File: config.mk
export PLATFORM = sky130hd
export DESIGN_NAME = layer_mixer
export DESIGN_NICKNAME = d
export VERILOG_FILES = /design/src/rtl/layer_mixer.sv
export SDC_FILE = /design/constraint.sdc
export NUM_CORES = 1
export LEC_CHECK = 0
export CAP_MARGIN = 40
export CORE_AREA = 2 2 64 66
export DETAILED_ROUTE_END_ITERATION = 16
export DIE_AREA = 0 0 66 68
export GPL_TIMING_DRIVEN = 0
export PLACE_DENSITY = 0.7
export SKIP_LAST_GASP = 1
export SLEW_MARGIN = 20
export SYNTH_ARGS = -nofsm -noshare
export SYNTH_HDL_FRONTEND = slang
export SYNTH_SLANG_ARGS = --single-unit
File: constraint.sdc
create_clock -name clk -period 1.29 [get_ports clk]
set_clock_uncertainty 0.1 [all_clocks]
set_input_delay 0.3225 -clock clk [delete_from_list [all_inputs] [get_ports clk]]
set_output_delay 0.3225 -clock clk [all_outputs]
set_load 0.01 [all_outputs]
File: src/rtl/layer_mixer.sv
// Composites NUM_LAYERS color layers into one pixel (fixed priority or OR-blend), with frame-synchronous config and blink.
// Latency: 2 clk from inputs to color_o/valid_o/winner_o, one pixel per cycle.
// Backpressure: none; the stream never stalls.
module layer_mixer #(
    parameter int NUM_LAYERS   = 4,
    parameter int COLOR_W      = 3,
    parameter int TRANSPARENT  = 0,
    parameter int BLINK_FRAMES = 30
) (
    input  logic                             clk,
    input  logic                             rst,
    input  logic [NUM_LAYERS*COLOR_W-1:0]    layer_color_i,
    input  logic [NUM_LAYERS-1:0]            layer_en_i,
    input  logic [NUM_LAYERS-1:0]            blink_en_i,
    input  logic                             mode_i,
    input  logic [COLOR_W-1:0]               bg_color_i,
    input  logic                             pix_valid_i,
    input  logic                             frame_start_i,
    output logic [COLOR_W-1:0]               color_o,
    output logic                             valid_o,
    output logic [$clog2(NUM_LAYERS+1)-1:0]  winner_o,
    output logic                             blink_phase_o
);
    localparam int WIN_W = $clog2(NUM_LAYERS + 1);
    localparam int CNT_W = $clog2(BLINK_FRAMES + 1);
    localparam logic [COLOR_W-1:0] TRANSP   = COLOR_W'(TRANSPARENT);
    localparam logic [CNT_W-1:0]   CNT_LAST = CNT_W'(BLINK_FRAMES - 1);
    localparam logic [WIN_W-1:0]   WIN_BG   = WIN_W'(NUM_LAYERS);

    logic [NUM_LAYERS-1:0] shadow_en;
    logic [NUM_LAYERS-1:0] shadow_blink;
    logic                  shadow_mode;
    logic [CNT_W-1:0]      frame_cnt;
    logic                  blink_phase;

    // Config and blink state change only at frame boundaries, so a frame is never torn.
    always_ff @(posedge clk) begin
        if (rst) begin
            shadow_en    <= '1;
            shadow_blink <= '0;
            shadow_mode  <= 1'b0;
            frame_cnt    <= '0;
            blink_phase  <= 1'b1;
        end else if (frame_start_i) begin
            shadow_en    <= layer_en_i;
            shadow_blink <= blink_en_i;
            shadow_mode  <= mode_i;
            if (frame_cnt == CNT_LAST) begin
                frame_cnt   <= '0;
                blink_phase <= ~blink_phase;
            end else begin
                frame_cnt <= frame_cnt + 1'b1;
            end
        end
    end

    assign blink_phase_o = blink_phase;

    logic [NUM_LAYERS-1:0] vis;

    always_comb begin
        vis = '0;
        for (int k = 0; k < NUM_LAYERS; k++) begin
            vis[k] = shadow_en[k]
                   & (layer_color_i[k*COLOR_W +: COLOR_W] != TRANSP)
                   & (~shadow_blink[k] | blink_phase);
        end
    end

    logic [NUM_LAYERS-1:0]         s1_vis;
    logic [NUM_LAYERS*COLOR_W-1:0] s1_colors;
    logic [COLOR_W-1:0]            s1_bg;
    logic                          s1_valid;
    logic                          s1_mode;

    // Mode travels with the pixel so a frame_start in flight cannot change how it resolves.
    always_ff @(posedge clk) begin
        if (rst) begin
            s1_vis    <= '0;
            s1_colors <= '0;
            s1_bg     <= '0;
            s1_valid  <= 1'b0;
            s1_mode   <= 1'b0;
        end else begin
            s1_vis    <= vis;
            s1_colors <= layer_color_i;
            s1_bg     <= bg_color_i;
            s1_valid  <= pix_valid_i;
            s1_mode   <= shadow_mode;
        end
    end

    logic [COLOR_W-1:0] prio_color;
    logic [COLOR_W-1:0] or_color;
    logic [WIN_W-1:0]   win;
    logic [COLOR_W-1:0] color_nxt;
    logic [WIN_W-1:0]   winner_nxt;

    always_comb begin
        prio_color = '0;
        or_color   = '0;
        win        = WIN_BG;
        // Descending scan so the lowest visible index is the last one written.
        for (int k = NUM_LAYERS - 1; k >= 0; k--) begin
            if (s1_vis[k]) begin
                prio_color = s1_colors[k*COLOR_W +: COLOR_W];
                win        = WIN_W'(k);
                or_color   = or_color | s1_colors[k*COLOR_W +: COLOR_W];
            end
        end
        color_nxt  = '0;
        winner_nxt = WIN_BG;
        if (s1_valid) begin
            winner_nxt = win;
            if (s1_vis == '0) begin
                color_nxt = s1_bg;
            end else if (s1_mode) begin
                color_nxt = or_color;
            end else begin
                color_nxt = prio_color;
            end
        end
    end

    always_ff @(posedge clk) begin
        if (rst) begin
            color_o  <= '0;
            valid_o  <= 1'b0;
            winner_o <= '0;
        end else begin
            color_o  <= color_nxt;
            valid_o  <= s1_valid;
            winner_o <= winner_nxt;
        end
    end
endmodule

==> impl_results.md <==
- Most frequent cells in the layout: dfxtp_1, nor2b_1, clkdlybuf4s50_1, nor2_1, a21oi_1
- Gr ovfl total: 0
- Clk sink count: 43
- Period minus WS final: 1274 ps
- CTS tree: built
- Hold path startpoint: s1_valid
- Endpoints failing setup: 0
- Post-synthesis cell count: 154
- Slew Viols, Final: 0
- Share of layout cells above drive strength 1: 0.2010
- Reg2reg start: s1_vis[0]
- RSZ-0062 raised after global routing: yes
- DIE HEIGHT: 68 um
- Synthesized area: 1559 um2
- GPL Wtd Cong: 0.8791
- Peak Freq: 0.7848 GHz
- R2R depth: 5
- First-pass GRT wire length: 5161 um
- Nets: 234
- IO Port Bufs: 35
- Die area: 4488 um2
- Register area share after synthesis: 0.5522
- PD cells: 1188 nW/um2
- Post-DP HPWL: 2344 um
- CP cell instances: or2_1, buf_6, nor3_4, a221oi_1, a21oi_1
- Startpoint types: flip-flop
- Io pins: 36
- Root Driver: clkbuf_8
- Critical path data arrival time: 1400 ps
- Starting Density: 0.4043
- Worst Hold Class: flip-flop to flip-flop
- Core Box Area: 3856 um2
- Post-Layout Cell Count: 254
- Max-cap check violation count: 0
- Crit Path Class: flip-flop to flip-flop
- Final WS setup: 15.85 ps
- Initial DRT Pass Iterations: 4
- Hold depth: 1
- Largest net degree at the start of global routing: 13
- Dpl ws: -470.8 ps
- CTS clk-pin slew, worst paths: 70 ps
- Initial drt markers: 41
- Static Leakage: 0.8784 nW
- Synth-to-Final Area Change: 42.05%
- Num CTS Buffers: 5
- Clk Latency, worst-skew pair: 290 ps
- DR vias: 1185
- R2r endpoint: color_o[0]
- Synth unique cells: 29
- Die W: 66 um
- Worst EP required: 1420 ps
- Crit path max fanout: 6
- Hold Slack: 339.3 ps
- YS warnings: 0
- Crit. End Element: flip-flop
- Slowest stage delay, CP: 360 ps
- Diodes inserted: 0
- Measured slew at the worst slew-check pin: 308.4 ps
- Max Root-Sink Buffers: 2
- Post-Syn Nets: 184
- Final hold violations: 0
- Synthesized area per cell: 10.12 um2
- Antenna viol nets, final: 0
- Antenna violations before repair: 0
- Crit-path slowest cell: dfxtp_4
- Setup TNS: 0 ps
- GRT Util Overall: 0.1582
- Final Power: 2.632 mW
- Status: finished, final reports clean
- Period utilization: 0.9877
- Reg2Reg Setup Slack: 20 ps
- Vias in the first global route: 1130
- Placed insts: 239
- Final WL: 3297 um
- Hold EP: winner_o[2]
- DRC Markers: 0
- Worst IR drop on VDD: 0.0005873 V
- Wirelength per Cell: 12.98 um
- Most common cell after layout, fill and taps aside: dfxtp_1
- H-Tree Level Count: 2
- Seq cells post-synth: 43
- DR vias/cell: 4.665
- Worst relative slew slack: 0.7940
- Row Count: 23
==> metal layers <==
| layer | global-route usage | up-vias | wire length, um | share of wire |
|---|---|---|---|---|
| met5 | 0 | - | 0 | 0 |
| met4 | 0.06888 | 0 | 59 | 0.018 |
| met3 | 0.05263 | 7 | 143 | 0.043 |
| met2 | 0.2929 | 24 | 1837 | 0.56 |
| met1 | 0.1634 | 536 | 1256 | 0.38 |
| li1 | - | 618 | - | - |
==> layout make-up <==
cell class	instances	area, um2
clock buffer	6	82.58
multi-input combinational	98	703.2
fill	353	1642
tap	50	62.56
timing repair buffer	43	405.4
inverter	7	26.28
sequential	43	872.1
clock inverter	1	5.005
buffer	6	57.56
==> worst max-delay path: cells and delay by family (launching register included) <==
kind	cells	cell delay, ps
DFF	1	360
buffers and inverters	1	130
AOI/OAI and AO/OA	2	230
and+or+nand+nor	2	380
==> flip-flops by register name, summed over array words and instances, names as in the netlist <==
name / cells
s1_colors: 12
frame_cnt: 5
s1_vis: 4
shadow_blink: 4
shadow_en: 4
color_o: 3
s1_bg: 3
winner_o: 3
blink_phase_o: 1
s1_mode: 1
s1_valid: 1
shadow_mode: 1
valid_o: 1
==> logic make-up (layout without fill, tap and decap cells) <==
group | count (synthesis) | after routing | share of synthesized area
xor+xnor | 5 | 5 | 0.02809
simple gates | 60 | 60 | 0.2287
buf+inv | 13 | 63 | 0.03933
compound gates | 26 | 26 | 0.1035
mux | 5 | 5 | 0.03210
fa+ha+maj | 2 | 2 | 0.01605
flops | 43 | 43 | 0.5522
==> cell usage after synthesis <==
master    number  area share
or2_1          1      0.0040
a21oi_1        8       0.026
nor3_4         1       0.010
xor2_1         4       0.022
buf_6          1      0.0072
nor3_1         6       0.019
nand2_1        4      0.0096
buf_2          1      0.0032
nand2b_1       3       0.012
nor2b_1       25        0.10
o21ai_0        6       0.019
nand2b_4       1      0.0088
a211oi_1       1      0.0048
and3_1         1      0.0040
nand4_1        2      0.0080
a211o_1        4       0.022
mux2i_1        5       0.032
nor4b_1        4       0.022
buf_4          1      0.0048
nor2_1        11       0.026
ha_1           2       0.016
inv_1          7       0.017
a221oi_1       3       0.017
o21ai_1        3      0.0096
nand3_1        1      0.0032
clkbuf_1       3      0.0072
dfxtp_1       43        0.55
a21boi_1       1      0.0048
xnor2_1        1      0.0056
==> report_power, final <==
group	internal, mW	total [mW]	switching [mW]
registers	1.40	1.44	0.0440
clock network	0.419	0.837	0.418
logic	0.210	0.352	0.142
==> how the worst max path moves through the flow <==
| stage | slack (ps) | depth (start not counted) | to | start |
|---|---|---|---|---|
| after global placement | -430 | 5 | shadow_blink[2] | frame_start_i |
| after global routing | -20 | 5 | color_o[0] | s1_vis[0] |
| final | 20 | 5 | color_o[0] | s1_vis[0] |
| after CTS | -7 | 1 | blink_phase_o | blink_phase_o |
| after floorplan | 10 | 6 | frame_cnt[1] | frame_cnt[1] |
| after detailed placement | -470 | 5 | shadow_blink[1] | frame_start_i |
==> through the flow <==
| step | cell area [um2] | util |
|---|---|---|
| after floorplan | 1560 | - |
| after global placement | 1973 | 0.5117 |
| after detailed placement | 1973 | 0.5117 |
| after CTS | 2168 | 0.5623 |
| after global routing | 2215 | 0.5743 |
| final | 2215 | 0.5743 |
==> repair_timing <==
item,in CTS,in global routing
endpoints found under the setup margin,46,13
pin swaps,1,1
resized for setup,37,13
setup buffers,6,2
hold buffers,0,0
(Power assumes the default switching activity.)
